$ cat config.mk
export PLATFORM = sky130hd
export DESIGN_NAME = bcd_pulse_counter
export DESIGN_NICKNAME = d
export VERILOG_FILES = /design/src/rtl/bcd_pkg.sv /design/src/rtl/bcd_debouncer.sv /design/src/rtl/bcd_pulse_counter.sv
export SDC_FILE = /design/constraint.sdc
export NUM_CORES = 1
export LEC_CHECK = 0
export CORE_MARGIN = 10
export CORE_UTILIZATION = 45
export CTS_CLUSTER_DIAMETER = 30
export DETAILED_ROUTE_END_ITERATION = 8
export HOLD_SLACK_MARGIN = 0.15
export PLACE_DENSITY = 0.73
export SLEW_MARGIN = 20
export SYNTH_ARGS = -nofsm -noshare
export SYNTH_HDL_FRONTEND = slang
export SYNTH_SLANG_ARGS = --single-unit
$ cat constraint.sdc
create_clock -name clock -period 1.6 [get_ports clock]
set_clock_uncertainty 0.1 [all_clocks]
set_input_delay 0.48 -clock clock [delete_from_list [all_inputs] [get_ports clock]]
set_output_delay 0.48 -clock clock [all_outputs]
set_load 0.02 [all_outputs]
$ cat src/rtl/bcd_pkg.sv
// Shared types and helpers for the BCD pulse counter: digit count, debounce
// FSM encoding and the single-digit BCD incrementer.
package bcd_pkg;

    localparam int BCD_DIGITS = 3;
    localparam int DB_CNT_W   = 24;

    typedef logic [3:0] bcd_digit_t;

    typedef enum logic [1:0] {
        ST_LOW       = 2'd0,
        ST_WAIT_HIGH = 2'd1,
        ST_HIGH      = 2'd2,
        ST_WAIT_LOW  = 2'd3
    } db_state_e;

    // Returns {carry_out, digit}; any code at or above 9 rolls to 0 so a digit can never exceed 9.
    function automatic logic [4:0] bcd_digit_inc(input bcd_digit_t digit, input logic carry_in);
        if (!carry_in) begin
            return {1'b0, digit};
        end
        if (digit >= 4'd9) begin
            return {1'b1, 4'd0};
        end
        return {1'b0, digit + 4'd1};
    endfunction

endpackage

$ cat src/rtl/bcd_debouncer.sv
// Two-flop synchroniser plus debounce FSM producing a one-cycle registered
// `rise`. Without BCD_PULSE_DEBOUNCE_EN it reduces to a synchronised edge detector.
module bcd_debouncer
    import bcd_pkg::*;
#(
    parameter int DB_CYCLES = 1000000
) (
    input  logic clock,
    input  logic reset_n,
    input  logic data,
    output logic rise
);

    if (DB_CYCLES < 1 || DB_CYCLES > (1 << DB_CNT_W) - 1) begin : g_bad_db_cycles
        $error("bcd_debouncer: DB_CYCLES out of range");
    end

    logic       s1;
    logic       s2;
    logic [1:0] fill;
    logic       armed;
    logic       rise_d;

    // NOTE: sequential state uses non-blocking assignments so every flop samples pre-edge values.
    always_ff @(posedge clock) begin
        if (!reset_n) begin
            s1 <= 1'b0;
            s2 <= 1'b0;
        end else begin
            s1 <= data;
            s2 <= s1;
        end
    end

    // Events are suppressed until s2 has been seen low after reset, so a level
    // already high when reset releases never counts as an edge.
    always_ff @(posedge clock) begin
        if (!reset_n) begin
            fill  <= 2'd0;
            armed <= 1'b0;
        end else if (fill != 2'd2) begin
            fill <= fill + 2'd1;
        end else if (!s2) begin
            armed <= 1'b1;
        end
    end

`ifdef BCD_PULSE_DEBOUNCE_EN
    localparam logic [DB_CNT_W-1:0] DB_LIMIT = DB_CNT_W'(DB_CYCLES);

    db_state_e             state;
    db_state_e             state_nx;
    logic [DB_CNT_W-1:0]   cnt;
    logic [DB_CNT_W-1:0]   cnt_nx;

    always_ff @(posedge clock) begin
        if (!reset_n) begin
            state <= ST_LOW;
            cnt   <= '0;
        end else begin
            state <= state_nx;
            cnt   <= cnt_nx;
        end
    end

    // NOTE: every output of this block is defaulted first so no path can infer a latch.
    always_comb begin
        state_nx = state;
        cnt_nx   = cnt;
        rise_d   = 1'b0;
        case (state)
            ST_LOW: begin
                if (s2) begin
                    cnt_nx   = DB_CNT_W'(1);
                    state_nx = ST_WAIT_HIGH;
                end
            end
            ST_WAIT_HIGH: begin
                if (!s2) begin
                    state_nx = ST_LOW;
                end else if (cnt == DB_LIMIT) begin
                    state_nx = ST_HIGH;
                    rise_d   = armed;
                end else begin
                    cnt_nx = cnt + DB_CNT_W'(1);
                end
            end
            ST_HIGH: begin
                if (!s2) begin
                    cnt_nx   = DB_CNT_W'(1);
                    state_nx = ST_WAIT_LOW;
                end
            end
            ST_WAIT_LOW: begin
                if (s2) begin
                    state_nx = ST_HIGH;
                end else if (cnt == DB_LIMIT) begin
                    state_nx = ST_LOW;
                end else begin
                    cnt_nx = cnt + DB_CNT_W'(1);
                end
            end
            default: state_nx = ST_LOW;
        endcase
    end
`else
    logic s3;

    always_ff @(posedge clock) begin
        if (!reset_n) begin
            s3 <= 1'b0;
        end else begin
            s3 <= s2;
        end
    end

    always_comb begin
        rise_d = armed & s2 & ~s3;
    end
`endif

    always_ff @(posedge clock) begin
        if (!reset_n) begin
            rise <= 1'b0;
        end else begin
            rise <= rise_d;
        end
    end

endmodule

$ cat src/rtl/bcd_pulse_counter.sv
// Debounced rising-edge counter with a three-digit packed BCD output and sticky
// wrap flag. Debouncing is enabled by defining BCD_PULSE_DEBOUNCE_EN.
module bcd_pulse_counter
    import bcd_pkg::*;
#(
    parameter int DB_CYCLES = 1000000
) (
    input  logic        clock,
    input  logic        reset_n,
    input  logic        data,
    input  logic        clear,
    output logic [11:0] data_bcd,
    output logic        pulse,
    output logic        ovf
);

    logic                          rise;
    bcd_digit_t [BCD_DIGITS-1:0]   digits;
    bcd_digit_t [BCD_DIGITS-1:0]   digits_nx;
    logic       [BCD_DIGITS:0]     carry;

    bcd_debouncer #(
        .DB_CYCLES (DB_CYCLES)
    ) u_debouncer (
        .clock   (clock),
        .reset_n (reset_n),
        .data    (data),
        .rise    (rise)
    );

    // Ripple the increment from units upward; carry[BCD_DIGITS] marks 999 -> 000.
    always_comb begin
        carry     = '0;
        digits_nx = digits;
        carry[0]  = rise;
        for (int i = 0; i < BCD_DIGITS; i++) begin
            {carry[i+1], digits_nx[i]} = bcd_digit_inc(digits[i], carry[i]);
        end
    end

    // Clear outranks a coincident rise: that edge is dropped, not deferred.
    always_ff @(posedge clock) begin
        if (!reset_n) begin
            digits <= '0;
            ovf    <= 1'b0;
            pulse  <= 1'b0;
        end else if (clear) begin
            digits <= '0;
            ovf    <= 1'b0;
            pulse  <= 1'b0;
        end else begin
            pulse <= rise;
            if (rise) begin
                digits <= digits_nx;
                if (carry[BCD_DIGITS]) begin
                    ovf <= 1'b1;
                end
            end
        end
    end

    assign data_bcd = digits;

endmodule
==> results of run 1 <==
[cell usage after synthesis]
master | n | area [sq um]
mux2i_1 | 1 | 10.0
nor2b_1 | 2 | 12.5
a21oi_1 | 3 | 15.0
xnor2_1 | 2 | 17.5
nand4_1 | 2 | 12.5
o22ai_2 | 1 | 12.5
o21ai_1 | 1 | 5.00
o21ai_0 | 1 | 5.00
nor3b_1 | 1 | 7.51
o21a_1 | 2 | 15.0
or2_4 | 1 | 8.76
and2_2 | 1 | 7.51
a41oi_1 | 1 | 8.76
nor2_1 | 7 | 26.3
nand3_1 | 2 | 10.0
nand2_1 | 7 | 26.3
or3b_1 | 1 | 8.76
nor3_1 | 1 | 5.00
nand4b_1 | 1 | 8.76
nor3_2 | 2 | 20.0
and4bb_4 | 1 | 16.3
o311ai_1 | 1 | 8.76
o31ai_1 | 3 | 22.5
xor2_1 | 2 | 17.5
and3b_1 | 1 | 8.76
a41oi_2 | 1 | 16.3
nand2_2 | 1 | 6.26
and2_1 | 5 | 31.3
ha_1 | 10 | 125
nand2b_1 | 2 | 12.5
inv_1 | 8 | 30.0
nand3_2 | 1 | 10.0
dfxtp_1 | 21 | 420
[layer usage]
layer  wire length (um)  up-vias
li1                   -      413
met3                 82        4
met1                977      393
met5                  0        -
met2               1240       14
met4                 44        0
[where the power goes]
part           total, mW  internal (mW)  switching [mW]
sequential         0.565          0.548          0.0168
clock              0.255         0.0931           0.162
combinational      0.114         0.0651          0.0490
[placed cells by master, fill, tap and decap left out, types with 2 or more instances in the layout]
cell / n
nand2_1: 6
clkbuf_4: 3
ha_1: 6
clkdlybuf4s15_1: 5
nand2b_1: 2
nand3_1: 2
inv_4: 3
o31ai_1: 2
nor2_1: 7
nand4_1: 2
dfxtp_2: 2
buf_4: 18
clkbuf_2: 3
xor2_1: 2
and2_1: 5
xnor2_1: 2
dfxtp_4: 4
o21a_1: 2
dlygate4sd2_1: 3
nor2b_1: 2
a21oi_2: 2
clkdlybuf4s15_2: 3
ha_4: 3
clkdlybuf4s50_1: 3
inv_1: 4
dfxtp_1: 15
[through the flow]
step           setup slack (ps)   util  hold slack (ps)  total power, mW  cells
2_1_floorplan             -26.2      -              312            0.654     97
3_3_place_gp              -71.2  0.649              320            0.682    155
3_5_place_dp              -98.1  0.649              324            0.692    155
4_1_cts                   -14.4  0.679              355            0.941    161
5_1_grt                   -92.1  0.735              353            0.985    164
6_report                  -29.1  0.735              349            0.934    164
[final cells by class]
class	instances	share of cell area
Clock buffer	3	0.0153
Clock inverter	1	0.00340
Inverter	8	0.0255
Multi-Input combinational cell	68	0.430
Sequential cell	21	0.298
Tap cell	27	0.0230
Timing Repair Buffer	36	0.205
[registers in the layout (all words and copies together) (netlist names)]
name,cells
ovf,1
u_debouncer.s3,1
u_debouncer.fill,2
u_debouncer.s1,1
u_debouncer.rise,1
pulse,1
data_bcd,12
u_debouncer.s2,1
u_debouncer.armed,1
[critical path: cells and delay by family (launching register included)]
kind	cells	cell delay (ps)
buffers and inverters	1	50
flip-flops	1	390
adder cells (fa/ha/maj)	1	140
AND/OR/NAND/NOR	3	700
AO/OA/AOI/OAI	1	140
[cell families (layout without fill, tap and decap cells)]
family / after synthesis / count (layout) / synth area share
mux: 1 / 1 / 0.0103
xor+xnor: 4 / 4 / 0.0362
flops: 21 / 21 / 0.434
fa+ha+maj: 10 / 10 / 0.129
compound gates: 14 / 14 / 0.112
buf+inv: 8 / 48 / 0.0310
simple gates: 39 / 39 / 0.247
[repair_timing]
item	in CTS	in global routing
hold endpoints to repair	0	0
resized for setup	27	33
pin swaps	2	11
endpoints found under the setup margin	18	21
buffers inserted	2	3
[path summary, 6_finish.rpt]
kind	start	to	slack, ps	cells after the start
setup / recovery	data_bcd[5]$_SDFFE_PP0P_	data_bcd[11]$_SDFFE_PP0P_	-30	6
hold / removal	u_debouncer.s1$_SDFF_PN0_	u_debouncer.s2$_SDFF_PN0_	350	1
hold reg to reg	u_debouncer.s1$_SDFF_PN0_	u_debouncer.s2$_SDFF_PN0_	350	1
setup reg to reg	data_bcd[5]$_SDFFE_PP0P_	data_bcd[11]$_SDFFE_PP0P_	-30	6
==> flow_summary.ini, run 1 <==
[run_status]
status = complete, but fails checks
violations = setup timing

[final_layout]
design_area_sq_um = 1470
drive_above_1_share = 0.431
n_fill_cell = 147
regArea_sq_um = 438
fin_nets = 152
area_growth_pct = 51.9
multi_input_area_sq_um = 633
diodes = 0

[die]
start_util = 0.484
die_w_um = 66.4
core_sq_um = 2000
die-area_sq_um = 4410
dieHeight_um = 66.4
io_pins = 18
rows = 16

[global_routing]
track_usage = 0.105
grt_pass1_wl_um = 3660
grt_start_max_net_pins = 13
overflow = 0
grt_use_met2 = 0.197
use_met3 = 0.0288
grt_pass1_vias = 811
antenna_found_initial = 0
grt_use_met1 = 0.107
grt_busiest_layer = met2

[placed_design]
post-dp-hpwl_um = 1650
gp_congestion = 0.738
dpl_cell_area_sq_um = 1300
numPortBuffers = 17

[setup_path]
cp-end-kind = register
cp_slowest_cell = or3b_4
path_cells = inv_4 -> ha_4 -> or3b_4 -> and4bb_4 -> a41oi_2 -> nor3_2
arrival_ps = 1720
crit_type = reg -> reg
crit_fanout = 6
critical_path.startpoint_type = register
max_stage_delay_ps = 400
required_ps = 1690

[timing]
fin_crit_ps = 1630
fin_crit_sh = 1.02
slew_headroom = 0.778
tns_ps = -54.4
setup_viol = 2
hold_viol = 0
finalWorstSetupSlack_ps = -29.1
rsz0062_at_grt = yes
tightest_slew_ps = 333
drv_slew = 0
max_freq_ghz = 0.614

[power]
powerDensity_nw_per_um2 = 635
p_leak_nw = 0.593
vdd_drop_max_mv = 0.598

[clocking]
cts.sinks = 21
cts-htree-levels = 1
ctsHoldBuffers = 0
clock_latency_ps = 300
root_buffer = clkbuf_4
cts_tree = yes
clock_path_buffers = 2
cts_buffers = 3
path_clk_slew_ps = 120

[detailed_routing]
initialDrtViolationCount = 26
wl_um = 2350
vias = 824
avgRoutedWirePerCell_um = 14.3
drt-vias-per-instance = 5.02
drt_first_pass_iters = 3
drc_errors = 0
ant_nets = 0

[logic_synthesis]
synth_cells = 97
synthesis.area_sq_um = 968
synth.avg_cell_area_sq_um = 9.98
synth_seq_area_share = 0.434
syn_nets = 111
yosys_warnings = 0
yosysUniqueCellTypes = 33
ys_seq_elements = 21

[hold_path]
hold_path.class = reg -> reg

[flow_run]
maxCapViolCount = 0
(Power assumes the default switching activity.)
==> inputs of run 2 (changes only) <==
--- a/config.mk
+++ b/config.mk
@@ -5,7 +5,6 @@
 export SDC_FILE = /design/constraint.sdc
 export NUM_CORES = 1
 export LEC_CHECK = 0
-export CORE_MARGIN = 10
 export CORE_UTILIZATION = 45
 export CTS_CLUSTER_DIAMETER = 30
 export DETAILED_ROUTE_END_ITERATION = 8
==> run 2 against run 1 <==
Combinational power down 5%. Largest cell class unchanged. Setup slack better by 19 ps. Total power is 1.8% lower. Register-to-register slack improved by 20 ps. Via count rose by 1.2%. Clock power fell by 4%. Flip-flop and latch count stayed put. Utilization fell by 2.9 points. The run still ends with setup timing left.
==> flow_summary.ini, run 2 (synthesis gave the netlist of run 1 again) <==
[run_status]
status = complete, but fails checks
violations = setup timing

[final_layout]
area_growth_pct = 45.9
regArea_sq_um = 438
layout_commonest_cell = buf_4
instances_no_fill = 163
diodes = 0
multi_input_area_sq_um = 596
largest_reg_flops = 12
final_cell_mix = 18 x buf_4, 15 x dfxtp_1, 8 x ha_1
n_fill_cell = 150
fin_nets = 151
drive_above_1_share = 0.397

[die]
start_util = 0.484
core_sq_um = 2000
rows = 16
io_pins = 18
die-area_sq_um = 2340
dieHeight_um = 48.4
die_w_um = 48.4

[timing]
slew_headroom = 0.793
drv_slew = 0
hold_viol = 0
fin_crit_ps = 1610
max_freq_ghz = 0.621
fin_crit_sh = 1.01
rsz0062_at_grt = yes
setup_viol = 1
tightest_slew_ps = 309
finalWorstSetupSlack_ps = -10.5

[setup_path]
r2r-start = data_bcd[4]$_SDFFE_PP0P_
crit_type = reg -> reg
r2r_slack_ps = -10
cp-startpoint = data_bcd[4]$_SDFFE_PP0P_
critical_path.startpoint_type = register
required_ps = 1690
r2r-end = data_bcd[11]$_SDFFE_PP0P_
arrival_ps = 1700
crit_fanout = 6
cp-end-kind = register
r2r_cells = 6

[power]
p_leak_nw = 0.587
finalPower_uw = 917
vdd_drop_max_mv = 0.548
powerDensity_nw_per_um2 = 649

[clocking]
cts.sinks = 21
cts_buffers = 3
cts_tree = yes
clock_latency_ps = 300
root_buffer = clkbuf_4
ctsHoldBuffers = 0
cts-htree-levels = 1
path_clk_slew_ps = 110
clock_path_buffers = 2

[placed_design]
post-dp-hpwl_um = 1520
numPortBuffers = 17
gp_congestion = 0.772
dpl.cell_count = 157

[global_routing]
antenna_found_initial = 0
grt_start_max_net_pins = 13
grt_pass1_wl_um = 3590
overflow = 0
grt_pass1_vias = 853
track_usage = 0.192

[detailed_routing]
drc_errors = 0
drt_first_pass_iters = 4
vias = 834
wl_um = 2050
initialDrtViolationCount = 25
drt-vias-per-instance = 5.12
ant_nets = 0
avgRoutedWirePerCell_um = 12.5

[hold_path]
hold_depth = 1
hold_path.startpoint = u_debouncer.s1$_SDFF_PN0_
hold_end = u_debouncer.s2$_SDFF_PN0_
hold_path.class = reg -> reg

[flow_run]
maxCapViolCount = 0
run 2: cell types whose count changed in the layout (fill, tap and decap cells not counted), sizes merged:
cell	change
dlygate4sd2	-1
run 2: what timing repair did:
item                                    4_1_cts  5_1_grt
endpoints found under the hold margin         0        0
pin swaps                                     5        3
resized for setup                            29       22
setup buffers                                 2        0
endpoints found under the setup margin       20       21
run 2: worst max-delay path by stage:
stage,to,slack (ps),cells past startpoint
floorplan,data_bcd[11]$_SDFFE_PP0P_,-30,6
finish,data_bcd[11]$_SDFFE_PP0P_,-10,6
global placement,data_bcd[8]$_SDFFE_PP0P_,-80,5
detailed placement,data_bcd[1]$_SDFFE_PP0P_,-100,5
global route,data_bcd[10]$_SDFFE_PP0P_,-50,6
CTS,data_bcd[11]$_SDFFE_PP0P_,-2,6
run 2: layout make-up:
| cell class | instances | area share |
|---|---|---|
| multi-input combinational | 68 | 0.422 |
| sequential | 21 | 0.310 |
| timing repair buffer | 35 | 0.202 |
| tap | 27 | 0.0239 |
| inverter | 8 | 0.0230 |
| clock buffer | 3 | 0.0159 |
| clock inverter | 1 | 0.00354 |
run 2: report_power, final:
part	leakage, nW	total [mW]	internal, mW	switching, mW
Clock	0.0177	0.245	0.0930	0.152
Sequential	0.175	0.564	0.548	0.0157
Combinational	0.395	0.108	0.0627	0.0454
run 2: layer usage:
metal  track usage  part of all wire  routed length (um)  vias to the layer above
met2         0.350              0.52                1070                       18
li1              -                 -                   -                      410
met3        0.0346             0.026                  53                        6
met4        0.0686             0.016                  33                        0
met5             0                 0                   0                        -
met1         0.223              0.43                 885                      400
run 2: through the flow:
stage                     setup WS, ps  instance area, sq um  setup TNS [ps]  utilization  hold slack, ps
final                            -10.5                  1410           -10.5        0.706             347
after global routing             -54.3                  1410            -232        0.706             371
after CTS                        -2.11                  1370           -2.11        0.683             352
after detailed placement          -103                  1320            -740        0.657             328
after global placement           -75.4                  1320            -495        0.657             322
after floorplan                  -26.2                   991           -26.2            -             312
run 2: critical path, stage by stage (launching register included):
cell and delay, ps:
dfxtp_4 380, inv_2 70, ha_4 120, or3b_4 380, and4bb_4 240, a41oi_2 150, nor3_2 60
